--- src/rtl/servant_rst_seq_pkg.sv ---
`default_nettype none
// ============================================================================
//  Module   : servant_rst_seq_pkg
//  Brief    : State encodings and width helper shared by the reset sequencer,
//             board tops and benches that decode the sequencer state.
//  Revision : 1.0  initial release
// ============================================================================
package servant_rst_seq_pkg;

    typedef enum logic [2:0] {
        ST_RESET     = 3'd0,
        ST_WAIT_LOCK = 3'd1,
        ST_STABLE    = 3'd2,
        ST_RELEASE   = 3'd3,
        ST_RUN       = 3'd4
    } rst_seq_state_t;

    // Counter width for a count range of 'value', never narrower than one bit
    function automatic int clog2_min1(input int value);
        return (value > 1) ? $clog2(value) : 1;
    endfunction

endpackage
`default_nettype wire

--- src/rtl/servant_sync2.sv ---
`default_nettype none
// ============================================================================
//  Module   : servant_sync2
//  Brief    : Generic two-flop synchroniser, asynchronous active-low reset to 0.
//  Revision : 1.0  initial release
// ============================================================================
module servant_sync2 #(
    parameter int WIDTH = 1
) (
    input  logic             clk,
    input  logic             rst_n,
    input  logic [WIDTH-1:0] i_d,
    output logic [WIDTH-1:0] o_q
);

    logic [WIDTH-1:0] r_meta;
    logic [WIDTH-1:0] r_sync;

    always_ff @(posedge clk or negedge rst_n) begin
        if (!rst_n) begin
            r_meta <= '0;
            r_sync <= '0;
        end else begin
            r_meta <= i_d;
            r_sync <= r_meta;
        end
    end

    assign o_q = r_sync;

endmodule
`default_nettype wire

--- src/rtl/servant_rst_seq.sv ---
`default_nettype none
// ============================================================================
//  Module   : servant_rst_seq
//  Brief    : Board reset sequencer: qualifies PLL lock, then releases NCH
//             active-high reset domains in staggered order. Define
//             SERVANT_RST_SEQ_HEARTBEAT_EN for a heartbeat LED in RUN.
//  Revision : 1.0  initial release
// ============================================================================
module servant_rst_seq
    import servant_rst_seq_pkg::*;
#(
    parameter int NCH           = 3,
    parameter int STABLE_CYCLES = 1024,
    parameter int STAGE_GAP     = 16,
    parameter int HB_BITS       = 24
) (
    input  logic           wb_clk,
    input  logic           wb_rst_n,
    input  logic           i_locked,
    input  logic           i_sw_rst,
    output logic [NCH-1:0] o_rst,
    output logic           o_done,
    output logic           o_led
);

    localparam int c_cnt_w = clog2_min1(STABLE_CYCLES);
    localparam int c_gap_w = clog2_min1(STAGE_GAP);
    localparam int c_idx_w = clog2_min1(NCH);

    localparam logic [c_cnt_w-1:0] c_cnt_last  = c_cnt_w'(STABLE_CYCLES - 1);
    localparam logic [c_gap_w-1:0] c_gap_last  = c_gap_w'(STAGE_GAP - 1);
    localparam logic [c_idx_w-1:0] c_idx_last  = c_idx_w'(NCH - 1);
    localparam logic [c_idx_w-1:0] c_idx_first = c_idx_w'(1);

    logic                 w_lock_s;
    rst_seq_state_t       r_state, w_state_nxt;
    logic [c_cnt_w-1:0]   r_cnt, w_cnt_nxt;
    logic [c_gap_w-1:0]   r_gap, w_gap_nxt;
    logic [c_idx_w-1:0]   r_idx, w_idx_nxt;
    logic [NCH-1:0]       r_rst, w_rst_nxt;
    logic                 r_done, w_done_nxt;
    logic [NCH-1:0]       w_rst_shift;

    servant_sync2 #(
        .WIDTH (1)
    ) u_lock_sync (
        .clk   (wb_clk),
        .rst_n (wb_rst_n),
        .i_d   (i_locked),
        .o_q   (w_lock_s)
    );

    // Releasing one more domain shifts a zero in from the bottom, so the
    // release order can never be violated.
    assign w_rst_shift = r_rst << 1;

    always_ff @(posedge wb_clk or negedge wb_rst_n) begin
        if (!wb_rst_n) begin
            r_state <= ST_RESET;
            r_cnt   <= '0;
            r_gap   <= '0;
            r_idx   <= '0;
            r_rst   <= '1;
            r_done  <= 1'b0;
        end else begin
            r_state <= w_state_nxt;
            r_cnt   <= w_cnt_nxt;
            r_gap   <= w_gap_nxt;
            r_idx   <= w_idx_nxt;
            r_rst   <= w_rst_nxt;
            r_done  <= w_done_nxt;
        end
    end

    always_comb begin
        w_state_nxt = r_state;
        w_cnt_nxt   = r_cnt;
        w_gap_nxt   = r_gap;
        w_idx_nxt   = r_idx;
        w_rst_nxt   = r_rst;
        w_done_nxt  = r_done;
        case (r_state)
            ST_RESET: begin
                w_state_nxt = ST_WAIT_LOCK;
            end
            ST_WAIT_LOCK: begin
                if (w_lock_s) begin
                    w_state_nxt = ST_STABLE;
                    w_cnt_nxt   = '0;
                end
            end
            ST_STABLE: begin
                if (!w_lock_s) begin
                    w_state_nxt = ST_WAIT_LOCK;
                    w_cnt_nxt   = '0;
                end else if (r_cnt == c_cnt_last) begin
                    w_cnt_nxt = '0;
                    w_gap_nxt = '0;
                    w_idx_nxt = c_idx_first;
                    w_rst_nxt = w_rst_shift;
                    if (NCH == 1) begin
                        w_state_nxt = ST_RUN;
                        w_done_nxt  = 1'b1;
                    end else begin
                        w_state_nxt = ST_RELEASE;
                    end
                end else begin
                    w_cnt_nxt = r_cnt + c_cnt_w'(1);
                end
            end
            ST_RELEASE, ST_RUN: begin
                if (!w_lock_s || i_sw_rst) begin
                    // Lock loss takes priority over a software request
                    w_state_nxt = w_lock_s ? ST_STABLE : ST_WAIT_LOCK;
                    w_cnt_nxt   = '0;
                    w_gap_nxt   = '0;
                    w_idx_nxt   = '0;
                    w_rst_nxt   = '1;
                    w_done_nxt  = 1'b0;
                end else if (r_state == ST_RELEASE) begin
                    if (r_gap == c_gap_last) begin
                        w_gap_nxt = '0;
                        w_rst_nxt = w_rst_shift;
                        if (r_idx == c_idx_last) begin
                            w_state_nxt = ST_RUN;
                            w_done_nxt  = 1'b1;
                        end else begin
                            w_idx_nxt = r_idx + c_idx_w'(1);
                        end
                    end else begin
                        w_gap_nxt = r_gap + c_gap_w'(1);
                    end
                end
            end
            default: begin
                w_state_nxt = ST_WAIT_LOCK;
                w_cnt_nxt   = '0;
                w_gap_nxt   = '0;
                w_idx_nxt   = '0;
                w_rst_nxt   = '1;
                w_done_nxt  = 1'b0;
            end
        endcase
    end

    assign o_rst  = r_rst;
    assign o_done = r_done;

`ifdef SERVANT_RST_SEQ_HEARTBEAT_EN
    logic [HB_BITS-1:0] r_hb;

    always_ff @(posedge wb_clk or negedge wb_rst_n) begin
        if (!wb_rst_n) begin
            r_hb <= '0;
        end else if (r_state == ST_RUN && w_state_nxt == ST_RUN) begin
            r_hb <= r_hb + HB_BITS'(1);
        end else begin
            r_hb <= '0;
        end
    end

    assign o_led = r_hb[HB_BITS-1];
`else
    assign o_led = r_done;
`endif

endmodule
`default_nettype wire
--- config.mk ---
export PLATFORM = sky130hd
export DESIGN_NAME = servant_rst_seq
export DESIGN_NICKNAME = d
export VERILOG_FILES = /design/src/rtl/servant_rst_seq_pkg.sv /design/src/rtl/servant_sync2.sv /design/src/rtl/servant_rst_seq.sv
export SDC_FILE = /design/constraint.sdc
export NUM_CORES = 1
export LEC_CHECK = 0
export ABC_AREA = 1
export BUFFER_PORTS_ARGS = -buffer_cell sky130_fd_sc_hd__buf_2
export CAP_MARGIN = 20
export CORE_AREA = 2 2 58 49
export DETAILED_ROUTE_END_ITERATION = 8
export DIE_AREA = 0 0 60 51
export PLACE_DENSITY = 0.8
export SKIP_LAST_GASP = 1
export SYNTH_ARGS = -nofsm -noshare
export SYNTH_HDL_FRONTEND = slang
export SYNTH_SLANG_ARGS = --single-unit
--- constraint.sdc ---
create_clock -name wb_clk -period 3.1 [get_ports wb_clk]
set_input_delay 0.155 -clock wb_clk [delete_from_list [all_inputs] [get_ports wb_clk]]
set_output_delay 0.155 -clock wb_clk [all_outputs]
set_load 0.05 [all_outputs]
==> results of run 1 <==
-- layer usage --
| layer | part of all wire | GRT usage | wire, um |
|---|---|---|---|
| met3 | 0.052 | 0.03544 | 149 |
| met2 | 0.45 | 0.3062 | 1291 |
| met5 | 0 | 0 | 0 |
| met1 | 0.49 | 0.3175 | 1410 |
| met4 | 0.0094 | 0.07407 | 27 |
-- how the worst min path moves through the flow --
stage               depth (start not counted)                     end      from  slack [ns]
global placement                            1    r_cnt[1]$_DFFE_PN0P_  wb_rst_n        0.17
CTS                                         5  r_state[1]$_DFFE_PN0P_  i_sw_rst        0.21
floorplan                                   0      o_done$_DFFE_PN0P_  wb_rst_n       -0.14
finish                                      5  r_state[1]$_DFFE_PN0P_  i_sw_rst        0.21
detailed placement                          1    r_cnt[9]$_DFFE_PN0P_  wb_rst_n        0.18
global route                                5  r_state[1]$_DFFE_PN0P_  i_sw_rst        0.20
-- synthesized netlist by cell type, drive strengths merged --
cell     count  area [sq um]
a21boi       1         7.510
a21oi        3         26.28
a31oi        1         6.260
buf          3         26.27
dfrtp       22         550.5
dfstp        3         78.83
ha           3         37.54
inv         28         105.1
nand2       55         237.7
nand3       21         125.1
nand3b       1         7.510
nand4        2         12.51
nor2        21         86.33
nor3         2         21.27
o2111ai      1         8.760
o211ai       1         7.510
o21ai       23         118.9
o41ai        1         8.760
or2          3         18.77
xor2         1         8.760
-- kinds of logic after synthesis --
kind of cell,Yosys count,synth area share
DFF,25,0.4195
buffers and inverters,31,0.08757
and+or+nand+nor,105,0.3395
xor gates and xnor gates,1,0.005839
adders and majority gates,3,0.02502
AOI/OAI and AO/OA,31,0.1226
-- sequential cells by signal (all words and copies together), names as in the netlist --
name / flops
r_state: 3
r_gap: 4
r_cnt: 10
r_idx: 2
o_done: 1
o_rst: 3
u_lock_sync.r_meta: 1
u_lock_sync.o_q: 1
-- worst reg2reg max path, cell delays in order (launching register included) --
cell and delay, ns:
dfrtp_1 0.44, inv_1 0.15, nand3_2 0.12, nand2_2 0.29, nand2_2 0.16, nand2_2 0.22
inv_2 0.08, nand2_1 0.08, a21boi_1 0.15
-- final cells by class --
| cell class | instances | area (sq um) | area share |
|---|---|---|---|
| clock buffer | 4 | 26.28 | 0.01634 |
| inverter | 28 | 105.1 | 0.06537 |
| multi-input combinational | 140 | 739.5 | 0.4599 |
| sequential | 25 | 629.4 | 0.3914 |
| tap | 38 | 47.55 | 0.02957 |
| timing repair buffer | 10 | 60.06 | 0.03735 |
-- through the flow --
stage / instance area (sq um) / std cells
after floorplan: 1500 / 196
after CTS: 1608 / 245
after global placement: 1562 / 239
after global routing: 1608 / 245
final: 1608 / 245
after detailed placement: 1562 / 239
-- power by group through the flow --
stage                     clock, uW  combinational, uW  sequential [uW]
after floorplan                   0                391              540
after global placement            0                557              458
after detailed placement          0                570              463
after CTS                       151                577              457
after global routing            165                634              465
final                           147                573              457
==> impl_metrics.yaml, run 1 <==
critical_path:
  cp_slowest_cell: "dfrtp_1"
  regToRegEndpoint: "r_cnt[3]$_DFFE_PN0P_"
  crit_path_start: "r_state[1]$_DFFE_PN0P_"
  crit_arrival_ns: 2.02
  cp-start-kind: "flop"
  crit_end: "r_cnt[3]$_DFFE_PN0P_"
  cp_top_family: "simple AND/OR/NAND/NOR gates"
  endpoint_kind: "flop"
  path_class: "flop to flop"
  crit_fanout: 11
  required_ns: 3.36
  reg2regPathDepth: 8
  critPathMaxStageDelay_ns: 0.44
  path_common_cell: "nand2_2"
  reg2reg_slack_ns: 1.34
  path_buf_inv: 2
  cp.depth: 8
  worstPathCellList: "inv_1 -> nand3_2 -> nand2_2 -> nand2_2 -> nand2_2 -> inv_2 -> nand2_1 -> a21boi_1"
  r2r-start: "r_state[1]$_DFFE_PN0P_"
cells_and_area:
  layout_common_cells: "nand2_1 (48), inv_1 (25), dfrtp_1 (22), nor2_1 (18), nand3_1 (17)"
  utilization: 0.6247
  fin_nets: 215
  antenna_cells: 0
  layout_commonest_cell: "nand2_1"
  drive_gt1_frac: 0.1691
  syn_to_final_growth_pct: 7.172
  nFillCells: 228
place:
  routabilityCongestion: 0.9509
  numPortBuffers: 8
  dp_slack_ns: 1.401
  dp_hpwl_um: 2143
grt:
  antenna_found_initial: 0
  first_global_vias: 1155
  overflow: 0
  gr-usage-all-layers: 0.2115
  grt_pass1_wl_um: 4933
  grt_start_max_net_pins: 26
synthesis:
  synth_area_per_cell_sq_um: 7.654
  ys_seq_area_frac: 0.4195
  ys_types: 31
  ys_seq_elements: 25
  syn_nets: 203
  syn_inst: 196
  ys_warn_count: 0
  synth_area_sq_um: 1500
clock_network:
  htreeDepth: 1
  clockBufferDepth: 2
  clkTransAtPathRegs_ns: 0.13
  cts_hold_buf: 2
  cts_buffers: 3
  cts-root-buf: "clkbuf_4"
  cts.sinks: 25
  cts_resized: 0
  worst_skew_pair.late_latency_ns: 0.32
  cts_tree: "yes"
  cts_setup_buffers: 0
pwr:
  p_int_uw: 608.8
  power.share.clock: 0.125
  cellPowerDensity_nw_per_um2: 732.1
  total_leakage_power_uw: 0.0007715
  power_frac_seq: 0.388
  peakVddDrop_uv: 518.6
  switchingPower_uw: 568.2
  p_comb_frac: 0.487
  design_power_total_uw: 1177
  p_sw_frac: 0.4828
route:
  drt-initial-drc-count: 56
  vias_per_cell: 5.351
  wl_per_cell_um: 11.75
  finalWirelength_um: 2879
  dr.pass1.iters: 4
  vias: 1311
  postRouteAntennaNets: 0
  drc: 0
timing:
  setup-violations-final: 0
  rsz0062_at_grt: "no"
  timing.final.ws_setup_ns: 1.344
  hold_viol: 0
  finClkSkew_ns: 0.003140
  relSlewSlack: 0.6333
  period_share: 0.5664
  slew_viol_final: 0
  hold_slack_ns: 0.2073
  tns_ns: 0
  max_freq_ghz: 0.5695
  finalCriticalPeriod_ns: 1.756
  worstMarginPinSlew_ns: 0.5500
run_status:
  status: "complete, no violations"
floorplan:
  die_h_um: 51
  initial_utilization: 0.5829
  dieArea_sq_um: 3060
  die_x_um: 60
  core-area_sq_um: 2574
  rows: 17
  num_io_pins: 9
min_path:
  worst_hold_path_type: "primary input to flop"
run:
  maxCapViolCount: 0
No activity file was read; power rests on OpenSTA's default activity.
==> run 2: changes to the inputs <==
--- a/config.mk
+++ b/config.mk
@@ -8,10 +8,10 @@
 export ABC_AREA = 1
 export BUFFER_PORTS_ARGS = -buffer_cell sky130_fd_sc_hd__buf_2
 export CAP_MARGIN = 20
-export CORE_AREA = 2 2 58 49
+export CORE_AREA = 2 2 62 53
 export DETAILED_ROUTE_END_ITERATION = 8
-export DIE_AREA = 0 0 60 51
-export PLACE_DENSITY = 0.8
+export DIE_AREA = 0 0 64 55
+export PLACE_DENSITY = 0.73
 export SKIP_LAST_GASP = 1
 export SYNTH_ARGS = -nofsm -noshare
 export SYNTH_HDL_FRONTEND = slang
==> constraint.sdc (replaced) <==
create_clock -name wb_clk -period 1.4 [get_ports wb_clk]
set_input_delay 0.07 -clock wb_clk [delete_from_list [all_inputs] [get_ports wb_clk]]
set_output_delay 0.07 -clock wb_clk [all_outputs]
set_load 0.05 [all_outputs]
==> impl_metrics.yaml, run 2 (synthesized netlist as in run 1, its figures left out) <==
cells_and_area:
  largest-register: "r_cnt"
  postLayoutCellArea_sq_um: 1843
  fin_cells: 265
  layout_commonest_cell: "nand2_1"
  largest_reg_flops: 10
  syn_to_final_growth_pct: 22.85
  layout_common_cells: "nand2_1 (45), inv_1 (22), dfrtp_1 (19), buf_4 (17), nor2_1 (15)"
  top_regs: "r_cnt x10, r_gap x4"
  antenna_cells: 0
  fin_nets: 233
  drive_gt1_frac: 0.3200
pwr:
  p_comb_frac: 0.545
  power.share.clock: 0.115
  peakVddDrop_uv: 1143
  switchingPower_uw: 1385
  total_leakage_power_uw: 0.0008667
  p_sw_frac: 0.4700
  p_int_uw: 1561
  design_power_total_uw: 2946
  power_frac_seq: 0.340
  cellPowerDensity_nw_per_um2: 1599
run:
  maxCapViolCount: 0
critical_path:
  crit_arrival_ns: 1.64
  path_class: "flop to flop"
  crit_fanout: 7
  cp-start-kind: "flop"
  endpoint_kind: "flop"
  required_ns: 1.63
place:
  routabilityCongestion: 0.9108
  dp_hpwl_um: 2358
  dp_cells: 255
  numPortBuffers: 8
  placed_area_sq_um: 1684
route:
  finalWirelength_um: 3425
  wl_per_cell_um: 12.92
  drt-initial-drc-count: 39
  postRouteAntennaNets: 0
  vias: 1406
  dr.pass1.iters: 4
  drc: 0
  vias_per_cell: 5.306
floorplan:
  die_h_um: 55
  core-area_sq_um: 2905
  rows: 18
  num_io_pins: 9
  initial_utilization: 0.5164
  dieArea_sq_um: 3520
  die_x_um: 64
grt:
  grt_pass1_wl_um: 5326
  antenna_found_initial: 0
  first_global_vias: 1245
  overflow: 0
  gr-usage-all-layers: 0.1968
  grt_start_max_net_pins: 26
clock_network:
  clkTransAtPathRegs_ns: 0.14
  clockBufferDepth: 2
  worst_skew_pair.late_latency_ns: 0.33
  cts_tree: "yes"
  cts_buffers: 3
  cts-root-buf: "clkbuf_4"
  cts.sinks: 25
  htreeDepth: 1
min_path:
  worst_hold_path_type: "primary input to flop"
timing:
  slew_viol_final: 0
  setup-violations-final: 4
  worstMarginPinSlew_ns: 0.5752
  period_share: 1.004
  hold_viol: 0
  finClkSkew_ns: 0.009652
  max_freq_ghz: 0.7116
  hold_slack_ns: 0.1289
  finalCriticalPeriod_ns: 1.405
  relSlewSlack: 0.6165
  rsz0062_at_grt: "yes"
  timing.final.ws_setup_ns: -0.005235
run_status:
  status: "finished, violations left"
  violations: "negative setup slack"
## run 2: changes by cell type in the layout (fill, tap and decap cells not counted), moves of 3 or more
cell     previous run  this run
buf_4               0        17
nand2_4             0         4
inv_1              25        22
dfrtp_1            22        19
inv_2               3         6
nor2_1             18        15
nand2_1            48        45
dfrtp_2             0         3
nand3_1            17        13
## run 2: final cells by class
cell class	count	area, sq um
sequential	25	633.1
fill	246	1062
timing repair buffer	28	207.7
tap	40	50.05
clock buffer	3	22.52
clock inverter	1	5.005
multi-input combinational	140	819.5
inverter	28	105.1
## run 2: path summary, 6_finish.rpt
| path | end | cells after the start | slack, ns | startpoint |
|---|---|---|---|---|
| setup / recovery | r_state[0]$_DFFE_PN0P_ | 7 | -0.005 | r_cnt[4]$_DFFE_PN0P_ |
| hold / removal | r_state[1]$_DFFE_PN0P_ | 5 | 0.13 | i_sw_rst |
| setup reg to reg | r_state[0]$_DFFE_PN0P_ | 7 | -0.005 | r_cnt[4]$_DFFE_PN0P_ |
| hold reg to reg | u_lock_sync.o_q$_DFF_PN0_ | 0 | 0.37 | u_lock_sync.r_meta$_DFF_PN0_ |
| max in group asynchronous | r_state[2]$_DFFE_PN0P_ | 2 | 0.73 | wb_rst_n |
| min in group asynchronous | r_cnt[2]$_DFFE_PN0P_ | 2 | 0.25 | wb_rst_n |
## run 2: critical path: stages (launching register included)
cell	delay (ns)
dfrtp_1	0.43
nand3_1	0.19
nor2_4	0.20
nand2_2	0.10
nand3_4	0.12
nand3_2	0.13
nand2_1	0.08
nand2_1	0.05
## run 2: repair_timing
action                     CTS  global route
gates resized for setup      7            18
setup endpoints to repair    8            23
setup buffers                2             2
hold endpoints to repair    23             0
pin swaps                    0             5
hold buffers                 2             0
## run 2: stage by stage
step / util / setup TNS, ns / setup slack (ns)
floorplan: - / 0 / 0.02327
global placement: 0.5797 / 0 / 0.03014
detailed placement: 0.5797 / -0.06026 / -0.02143
CTS: 0.6055 / 0 / 0.0006202
global route: 0.6344 / -0.9721 / -0.08276
finish: 0.6344 / -0.01241 / -0.005235
## run 2: power by group through the flow
stage                     Sequential, uW  Clock (uW)  Combinational [uW]
after floorplan                     1190           0                 867
after global placement               990           0                1420
after detailed placement            1010           0                1460
after CTS                            997         350                1510
after global routing                1020         378                1740
final                               1000         338                1610
## run 2: routing by layer
metal,vias up,GRT usage,share of wire
met2,36,0.3420,0.48
met3,6,0.04858,0.046
met1,672,0.2510,0.46
li1,692,-,-
met4,0,0.05072,0.011
met5,-,0,0
==> run 3: changes to the inputs <==
--- a/config.mk
+++ b/config.mk
@@ -8,11 +8,11 @@
 export ABC_AREA = 1
 export BUFFER_PORTS_ARGS = -buffer_cell sky130_fd_sc_hd__buf_2
 export CAP_MARGIN = 20
-export CORE_AREA = 2 2 62 53
+export CORE_AREA = 2 2 72 60
 export DETAILED_ROUTE_END_ITERATION = 8
-export DIE_AREA = 0 0 64 55
-export PLACE_DENSITY = 0.73
+export DIE_AREA = 0 0 74 62
 export SKIP_LAST_GASP = 1
 export SYNTH_ARGS = -nofsm -noshare
 export SYNTH_HDL_FRONTEND = slang
+export SYNTH_HIERARCHICAL = 1
 export SYNTH_SLANG_ARGS = --single-unit
==> impl_metrics.yaml, run 3 <==
timing:
  finClkSkew_ns: 0.01454
  slew_viol_final: 0
  rsz0062_at_grt: "yes"
  hold_viol: 0
  hold_slack_ns: 0.1893
  setup-violations-final: 1
  worstMarginPinSlew_ns: 0.5773
  period_share: 1.008
  finalCriticalPeriod_ns: 1.411
  relSlewSlack: 0.6151
  timing.final.ws_setup_ns: -0.01130
  max_freq_ghz: 0.7086
critical_path:
  cp-start-kind: "flop"
  required_ns: 1.58
  crit_fanout: 5
  endpoint_kind: "flop"
  crit_arrival_ns: 1.59
  r2r-start: "r_state[2]$_DFFE_PN0P_"
  crit_path_start: "r_state[2]$_DFFE_PN0P_"
  path_class: "flop to flop"
grt:
  first_global_vias: 1299
  antenna_found_initial: 0
  grt_start_max_net_pins: 26
  gr-usage-all-layers: 0.1735
  overflow: 0
  grt_pass1_wl_um: 6009
run_status:
  violations: "negative setup slack"
  status: "finished, violations left"
clock_network:
  cts_tree: "yes"
  clockBufferDepth: 2
  cts.sinks: 25
  clkTransAtPathRegs_ns: 0.10
  worst_skew_pair.late_latency_ns: 0.28
  cts_buffers: 3
  htreeDepth: 1
  cts-root-buf: "clkbuf_8"
synthesis:
  ys_warn_count: 6
  synth_edf_count: 0
  synth_area_per_cell_sq_um: 7.106
  synth.most_common_cell: "nand2_1"
  synth_area_leaders: "dfrtp_1 (37%), nand2_1 (18%), nand3_1 (8.0%), inv_1 (5.5%), dfstp_2 (5.2%)"
  netlist.area_leader.share: 0.3654
  syn_nets: 219
  synthFlopType: "dfrtp_1"
  syn_inst: 212
  async_flop_share: 1.000
  ys_seq_elements: 25
  yosys.area.top_type: "dfrtp_1"
  ys_types: 24
  ys_top_cells_by_count: "nand2_1 (72), nand3_1 (24), dfrtp_1 (22), inv_1 (22), nor2_1 (21)"
  synth_area_sq_um: 1506
  ys_seq_area_frac: 0.4178
floorplan:
  die_x_um: 74
  num_io_pins: 9
  core-area_sq_um: 3968
  initial_utilization: 0.3797
  rows: 21
  die_h_um: 62
  dieArea_sq_um: 4588
cells_and_area:
  layout_commonest_cell: "nand2_1"
  fin_cells: 326
  antenna_cells: 0
  largest_reg_flops: 10
  drive_gt1_frac: 0.4498
  syn_to_final_growth_pct: 51.66
  layout_common_cells: "nand2_1 (57), buf_4 (36), dfrtp_1 (19), inv_1 (17), nand3_1 (16)"
  top_regs: "r_cnt x10, r_gap x4"
  postLayoutCellArea_sq_um: 2285
  largest-register: "r_cnt"
  fin_nets: 277
place:
  dp_cells: 313
  numPortBuffers: 8
  dp_hpwl_um: 2701
  placed_area_sq_um: 1891
  routabilityCongestion: 0.9431
run:
  maxCapViolCount: 0
route:
  wl_per_cell_um: 12.48
  drt-initial-drc-count: 120
  postRouteAntennaNets: 0
  drc: 0
  vias_per_cell: 4.798
  dr.pass1.iters: 4
  finalWirelength_um: 4069
  vias: 1564
pwr:
  total_leakage_power_uw: 0.001100
  power.share.clock: 0.128
  p_sw_frac: 0.4398
  p_comb_frac: 0.582
  power_frac_seq: 0.290
  peakVddDrop_uv: 642.8
  p_int_uw: 1971
  cellPowerDensity_nw_per_um2: 1540
  switchingPower_uw: 1548
min_path:
  hp-start: "i_sw_rst"
  worst_hold_path_type: "primary input to flop"
run 3: changes by cell type after synthesis, sizes merged, moves of 2 or more:
cell / before / now
nand2: 55 / 73
o21ai: 23 / 11
nor2: 21 / 24
nand4: 2 / 10
inv: 28 / 23
nor3: 2 / 0
nand3: 21 / 25
a21oi: 3 / 5
run 3: layer usage:
layer | routed length [um] | share of wire | track usage
met2 | 1910 | 0.47 | 0.2589
met5 | 0 | 0 | 0
met4 | 39 | 0.0096 | 0.03896
met3 | 103 | 0.025 | 0.03387
met1 | 2015 | 0.50 | 0.2602
run 3: area by class of cell:
type                    count  area [sq um]
well taps                  57         71.32
inverters                  23         88.84
repair buffers             57         454.2
clock inverters             1         5.005
multi-input cells         160         991.0
flip-flops and latches     25         633.1
fillers                   355          1683
clock buffers               3         41.29
run 3: power groups by stage:
| stage | clock network [uW] | registers [uW] | logic [uW] |
|---|---|---|---|
| 6_report | 451 | 1020 | 2050 |
| 5_1_grt | 494 | 1040 | 2230 |
| 4_1_cts | 467 | 979 | 1690 |
| 3_5_place_dp | 0 | 988 | 1530 |
| 3_3_place_gp | 0 | 986 | 1520 |
| 2_1_floorplan | 0 | 1160 | 752 |
run 3: path summary, 6_finish.rpt:
kind                       cells after the start  slack [ns]                   endpoint
setup / recovery                               8       -0.01     r_state[0]$_DFFE_PN0P_
hold / removal                                 4        0.19       r_gap[2]$_DFFE_PN0P_
setup reg to reg                               8       -0.01     r_state[0]$_DFFE_PN0P_
hold reg to reg                                0        0.35  u_lock_sync/o_q$_DFF_PN0_
max in group asynchronous                      2        0.68     r_state[2]$_DFFE_PN0P_
min in group asynchronous                      2        0.31       r_cnt[6]$_DFFE_PN0P_
run 3: stage by stage:
stage | setup slack [ns] | setup TNS (ns) | total power (uW) | utilization
after floorplan | 0.001235 | 0 | 1909 | -
after detailed placement | -0.1499 | -2.349 | 2522 | 0.4765
after global routing | -0.07789 | -0.8340 | 3762 | 0.5758
after CTS | 0.0005480 | 0 | 3132 | 0.5162
final | -0.01130 | -0.01130 | 3519 | 0.5758
after global placement | -0.1290 | -1.872 | 2510 | 0.4765
run 3: kinds of logic after synthesis:
| kind of cell | count (synthesis) | share of synthesized area |
|---|---|---|
| and+or+nand+nor | 138 | 0.4037 |
| AOI/OAI and AO/OA | 17 | 0.06645 |
| buffers and inverters | 27 | 0.07558 |
| adders and majority gates | 3 | 0.02492 |
| DFF | 25 | 0.4178 |
| xor gates and xnor gates | 2 | 0.01163 |
run 3: what timing repair did:
action | 4_1_cts | 5_1_grt
pin swaps | 6 | 22
hold buffers | 2 | 0
resized for setup | 28 | 56
setup buffers | 3 | 5
gates cloned | 0 | 0
hold endpoints to repair | 23 | 0
endpoints found under the setup margin | 23 | 23
run 3: worst max-delay path, cell delays in order, from the launching register on:
cell	delay, ns
dfrtp_2	0.46
inv_4	0.10
nand2_4	0.06
nor2_4	0.20
nand2_2	0.10
a21oi_4	0.16
nor2_4	0.07
nand3_1	0.08
nand2_1	0.06
